$ cat config.mk
export PLATFORM = sky130hd
export DESIGN_NAME = delivery_sat_counter
export DESIGN_NICKNAME = d
export VERILOG_FILES = /design/src/rtl/delivery_sat_counter.sv
export SDC_FILE = /design/constraint.sdc
export NUM_CORES = 1
export LEC_CHECK = 0
export ABC_AREA = 1
export CAP_MARGIN = 10
export CORE_AREA = 2 2 39 41
export CTS_CLUSTER_DIAMETER = 120
export CTS_CLUSTER_SIZE = 28
export DETAILED_ROUTE_END_ITERATION = 6
export DIE_AREA = 0 0 41 43
export PLACE_DENSITY = 0.64
export RECOVER_POWER = 50
export SLEW_MARGIN = 20
export SYNTH_ARGS = -nofsm -noshare
export SYNTH_HDL_FRONTEND = slang
export SYNTH_SLANG_ARGS = --single-unit
$ cat constraint.sdc
create_clock -name clock -period 1.73 [get_ports clock]
set_input_delay 0.4325 -clock clock [delete_from_list [all_inputs] [get_ports clock]]
set_output_delay 0.4325 -clock clock [all_outputs]
set_load 0.05 [all_outputs]
$ cat src/rtl/delivery_sat_counter.sv
// Up-counter that sticks at all-ones; clear has priority over inc.
module delivery_sat_counter #(
    parameter int unsigned W = 8
) (
    input  logic         clock,
    input  logic         reset,
    input  logic         clear,
    input  logic         inc,
    output logic [W-1:0] value
);

    always_ff @(posedge clock or posedge reset) begin
        if (reset) begin
            value <= '0;
        end else if (clear) begin
            value <= '0;
        end else if (inc && (value != {W{1'b1}})) begin
            value <= value + W'(1);
        end
    end

endmodule

==> out/results.ini <==
[run_status]
outcome=complete, no violations

[placed_design]
place_ws_ns=0.1732
io_buffers=11
place.gp.congestion=0.7569
place_area_sq_um=716.9
dpl.hpwl_um=867.4
dp.cells=96

[synth]
synth_nets=74
synthFlopType=dfrtp_1
synth_common_cells=25 x nand2_1, 10 x inv_1, 8 x dfrtp_1
yosysMostFrequentCell=nand2_1
synth_area_leaders=dfrtp_1 40%, nand2_1 19%, inv_1 7.4%
yosysWarnings=0
syn_area_sq_um=506.7
synth_top_cell_area_share_pct=39.51
ys_ff_latch=8
yosys.area.top_type=dfrtp_1
synth_edf_count=0
ys_seq_area_share_pct=39.51
async_reset_ff_share_pct=100.0
netlist_instances=69
ys_types=16
syn_area_per_cell_sq_um=7.344

[critical_path]
critPathLaunchType=flip-flop
crit_path_end=value[0]
cp_num_cells=1
r2r-end=value[5]
crit_type=flip-flop to output pin
crit_start=value[0]
r2r_cells=8
critical_path.cell_chain=clkbuf_1
path_max_fanout=4
arrival_ns=1.14
cpMaxStageDelayCell=clkbuf_1
rrSetupSlack_ns=0.31
cp.required_ns=1.30
critPathMaxStageDelay_ns=0.49
worstReg2RegStart=value[0]
path_buf_inv=1
endpoint_kind=output pin
crit_family=buffers and inverters

[drt]
detail-route-antenna-nets=0
drc=0
drtIter0Drc=11
via_per_inst=4.505
wl_per_cell_um=10.91
vias=446
wirelength_um=1080
drtPass1Iterations=4

[global_routing]
use_met2_pct=23.75
grt_max_degree=9
grt_pass1_vias=427
grt_first_pass_wirelength_um=1704
grt_antenna_before_repair=0
top_usage_layer=met2
gr-total-overflow=0
use_met3_pct=1.571
globalRouteMet1Util_pct=15.84
grt.total_usage_pct=14.68

[clock_network]
ctsHoldBuffers=0
cts_made_buffers=3
htreeDepth=1
clockBufferDepth=2
insertion_delay_ns=0.25
ctsRootBufferMaster=clkbuf_4
clkTransAtPathRegs_ns=0.05
cts_resized=0
postCtsSetupRepairBufs=0
numClockSinks=8
tritoncts=done

[final_layout]
layout.nets=90
reg_top3=value (8)
fillers=130
top_register=value
areaGrowthSynthToFinish_pct=38.27
final_cells=99
final_area_sq_um=700.7
largest_register_ffs=8
diodes=0
layout-drive-gt1-share_pct=16.87
regArea_sq_um=200.2
multi_input_area_sq_um=260.3

[die]
core.rowCount=14
core_area_sq_mm=0.001384
die-area_sq_mm=0.001763
io_pins=12
initial_core_util_pct=36.62
die_h_um=43
die_w_um=41

[sta]
period_needed_ns=1.571
grt_setup_unrepaired=false
skew_ns=0.0003773
setup-tns-final_ns=0
period_share_pct=90.82
worst_slew_pin_slew_ns=0.5936
drv_slew=0
setup_viol=0
slew_headroom_pct=60.59
timing.fmax_mhz=636.5
worst_slack_ns=0.1589
hold_viol_final=0

[hold_path]
min_path_cells=2
hp-class=flip-flop to flip-flop

[pwr]
leakage_nw=0.4109
p_per_area_mw_per_mm2=589.0
ir_drop_uv=249.4
power_mw=0.4127

[flow_run]
max_cap_violations=0

metal layers:
| metal | routed length (um) | vias up |
|---|---|---|
| li1 | - | 238 |
| met4 | 34 | 0 |
| met5 | 0 | - |
| met2 | 534 | 8 |
| met3 | 26 | 4 |
| met1 | 485 | 196 |
worst register-to-register path: stages, from the launching register on:
cell and delay, ns:
dfrtp_1 0.41, ha_1 0.25, nand2_2 0.10, nor2_4 0.05, nand2_2 0.08, nand2_4 0.06
nor2_1 0.25, nand2_1 0.11, nand2_1 0.06
cell type report:
cell class | count | share of cell area, %
flip-flops and latches | 8 | 28.57
repair buffers | 11 | 21.61
well taps | 16 | 2.857
clock buffers | 3 | 3.214
inverters | 11 | 6.607
multi-input cells | 50 | 37.14
how the worst min path moves through the flow:
stage          slack [ns]      from       end
6_report             0.53  value[1]  value[1]
5_1_grt              0.57  value[1]  value[1]
4_1_cts              0.43     reset  value[1]
3_5_place_dp         0.58  value[1]  value[1]
3_3_place_gp         0.57  value[1]  value[1]
2_1_floorplan        0.25     reset  value[0]
metrics by stage:
step	utilization (%)	hold WS (ns)
5_1_grt	50.63	0.5741
4_1_cts	53.44	0.4278
2_1_floorplan	-	0.2482
3_3_place_gp	51.81	0.5707
3_5_place_dp	51.81	0.5818
6_report	50.63	0.5338
where the power goes:
group          internal (mW)  switching (mW)
Clock                 0.0794          0.0634
Combinational         0.0236          0.0458
Sequential             0.193         0.00734
Total                  0.296           0.117
cell families (layout without fill, tap and decap cells):
kind of cell	count (synthesis)	after routing	synth area share, %
DFF	8	8	39.51
and+or+nand+nor	42	42	39.01
AOI/OAI and AO/OA	3	3	2.962
xor gates and xnor gates	4	4	6.915
adders and majority gates	1	1	2.469
buffers and inverters	11	25	9.137
cells in the final DEF (no fill, tap or decap):
cell,synthesis,final
nand2_1,25,25
inv_1,10,10
dfrtp_1,8,8
nand3_1,5,5
nor2_1,5,5
buf_12,0,4
xor2_1,3,3
clkbuf_4,0,3
dlymetal6s2s_1,0,3
nand2_2,2,2
a21oi_1,2,2
nand2_4,2,2
clkdlybuf4s50_1,0,2
nor2_2,1,1
nor2_4,1,1
clkinv_4,1,1
o21ai_1,1,1
nor3b_1,1,1
xnor2_1,1,1
ha_1,1,1
dlygate4sd3_1,0,1
clkbuf_1,0,1
No activity file was read; power rests on OpenSTA's default activity.
==> RTL change 1 (config.mk and constraints unchanged) <==
Put one more register stage on the output `value`. The value now appears one clock later.
--- a/src/rtl/delivery_sat_counter.sv
+++ b/src/rtl/delivery_sat_counter.sv
@@ -11,10 +11,16 @@
 
+    logic [W-1:0] value_s0;
+
     always_ff @(posedge clock or posedge reset) begin
         if (reset) begin
-            value <= '0;
+            value_s0 <= '0;
         end else if (clear) begin
-            value <= '0;
-        end else if (inc && (value != {W{1'b1}})) begin
-            value <= value + W'(1);
+            value_s0 <= '0;
+        end else if (inc && (value_s0 != {W{1'b1}})) begin
+            value_s0 <= value_s0 + W'(1);
         end
+    end
+
+    always_ff @(posedge clock) begin
+        value <= value_s0;
     end
Formal check against the unedited RTL: not equivalent (a bounded check fails within 4 cycles, from zero or initial values and one cycle with reset high).
==> RTL change 1 against the original RTL <==
Non-clock buffer count stayed put; sequential cell count is 8 higher; total power is 70% higher; core utilization is 8.1 points higher; cell area is 16% higher; setup slack better by 0.17 ns; maximum frequency is 12% higher; synthesized area is 32% higher; wire length is 4.8% lower; largest cell class is now flip-flops and latches.
==> RTL change 1: results (changes against the original RTL) <==
stage	metric	value	unit	change
route	DRT Pass-1 Iters	3		-1
finish	Final clock-cell share	4.46	%	+1.2 points
sta	hold slack	0.425	ns	-0.109 ns
critical_path	CP endpoint	value_s0[5]		
critical_path	crit path from	value_s0[0]		
grt	vias in the first global route	455		+6.6%
grt	largest net degree at the start of global routing	10		+1
worst_hold_path	HP Start	value_s0[7]		
critical_path	crit path max fanout	5		+1
synth	Post-Syn Nets	82		+11%
finish	num sequential	16		+8
place	dpl cells	104		+8.3%
synth	post-synthesis compound-gate area fraction	2.25	%	-0.71 points
route	Post-Route WL	1030	um	-4.8%
place	routability cong.	0.725		-4.2%
clocking	Clk Latency, worst-skew pair	0.29	ns	+0.04 ns
worst_hold_path	hold endpoint	value[7]		
status	status	finished, final reports clean		
route	met2 WL post-DR	465	um	-13%
grt	grt met3 use	4.71	%	+3.1 points
grt	total track usage	16.4	%	+1.8 points
synth	synthesized instance count	77		+12%
grt	met2 usage	22.8	%	-0.94 points
power	Int Pwr	534	uW	+80%
route	metal3 WL	33	um	+27%
worst_hold_path	Hold Path Depth	0		-2
finish	Finished Layout Cells	108		+9.1%
synth	most used flip-flop cell after synthesis	dfxtp_1		
synth	Synth Area in Adders	1.88	%	-0.59 points
finish	NonClk Buf Share	11.1	%	-11 points
sta	minimum clock period	1.41	ns	-0.165 ns
-- RTL change 1: changes by cell type in the layout (fill, tap and decap cells not counted), sizes merged --
cell / delta
dlymetal6s2s: -3
buf: +4
dfxtp: +8
-- RTL change 1: worst max-delay path, delay by kind of cell (launching register included) --
kind / cells / cell delay (ns)
flip-flops: 1 / 0.42
AND/OR/NAND/NOR: 7 / 0.67
adder cells (fa/ha/maj): 1 / 0.25
-- RTL change 1: power groups by stage --
| stage | Combinational [uW] | Sequential [uW] | Clock [uW] |
|---|---|---|---|
| 4_1_cts | 69.9 | 391 | 253 |
| 2_1_floorplan | 25.4 | 418 | 0 |
| 3_5_place_dp | 70.1 | 399 | 0 |
| 3_3_place_gp | 69.4 | 398 | 0 |
| 5_1_grt | 76.5 | 392 | 272 |
| 6_report | 68.2 | 390 | 244 |
==> RTL change 2 (same settings) <==
Made on the original files. Change the parameter `W` from 8 to 6.
--- a/src/rtl/delivery_sat_counter.sv
+++ b/src/rtl/delivery_sat_counter.sv
@@ -2,3 +2,3 @@
 module delivery_sat_counter #(
-    parameter int unsigned W = 8
+    parameter int unsigned W = 6
 ) (
Ports: changed (resized value); port bits go from 12 to 10. The function was not compared with the original's and may differ.
==> RTL change 2 against the original RTL <==
Total power decreased by 14%; maximum frequency increased by 0.26%; synthesized area decreased by 22%; wire length decreased by 23%; non-clock buffer count decreased by 2; setup slack improved by 0.0041 ns; largest cell class unchanged; sequential cell count decreased by 2; cell area decreased by 22%; die area unchanged; largest power group unchanged; first-iteration DRC count decreased by 64%; critical path depth unchanged.
==> RTL change 2: results (changes against the original RTL) <==
stage	metric	value	unit	change
synth	Netlist cell types	14		-2
place	DP Area	563	um2	-21%
power	Clk pwr share	34.1	%	-0.5 points
grt	total track usage	11.6	%	-3.1 points
synth	Post-Synth XOR/XNOR Area	0	%	-6.9 points
sta	hold slack	0.547	ns	+0.0131 ns
synth	synthesized instance count	53		-23%
sta	Slew @ Worst Pin	0.606	ns	+0.0121 ns
finish	fin nets	72		-20%
synth	Synth Area in Adders	3.18	%	+0.72 points
route	Post-Route WL	830	um	-23%
grt	first-pass GRT wire length	1360	um	-20%
finish	layout cells sized above 1	23.1	%	+6.2 points
synth	Post-Syn Nets	58		-22%
route	via count	365		-18%
power	Int Pwr	255	uW	-14%
worst_hold_path	Min-Delay Path Class	in2async		
critical_path	crit path from	value[1]		
power	VDD IR max	269	uV	+8.0%
place	Post-DP HPWL	713	um	-18%
critical_path	CP endpoint	value[1]		
status	status	finished, final reports clean		
place	Buffers on Ports	9		-2
finish	biggest regs	value x6		
synth	synth cell count leaders	nand2_1, inv_1, nand3_1		
route	First DRT Iteration DRCs	4		-7
clocking	Clk Latency, worst-skew pair	0.23	ns	-0.02 ns
place	dpl cells	78		-19%
[RTL change 2: cell count changes after synthesis, sizes merged, moves of 2 or more]
cell | before | now
dfrtp | 8 | 6
nand2 | 29 | 18
nand3 | 5 | 7
nand4 | 0 | 2
nor3 | 0 | 2
xor2 | 3 | 0
[RTL change 2: per-layer routing]
| metal | share of wire [%] | up-vias | GRT usage (%) |
|---|---|---|---|
| met2 | 53 | 4 | 16.6 |
| met1 | 44 | 166 | 16.2 |
| met4 | 0 | 0 | 6.00 |
| li1 | - | 195 | - |
| met3 | 2.7 | 0 | 1.57 |
| met5 | 0 | - | 0 |
[RTL change 2: final cells by class]
class | instances | area [um2] | area share, %
Multi-Input combinational cell | 38 | 201 | 36.9
Sequential cell | 6 | 150 | 27.5
Timing Repair Buffer | 9 | 118 | 21.6
Inverter | 9 | 33.8 | 6.19
Clock buffer | 3 | 22.5 | 4.13
Tap cell | 16 | 20.0 | 3.67
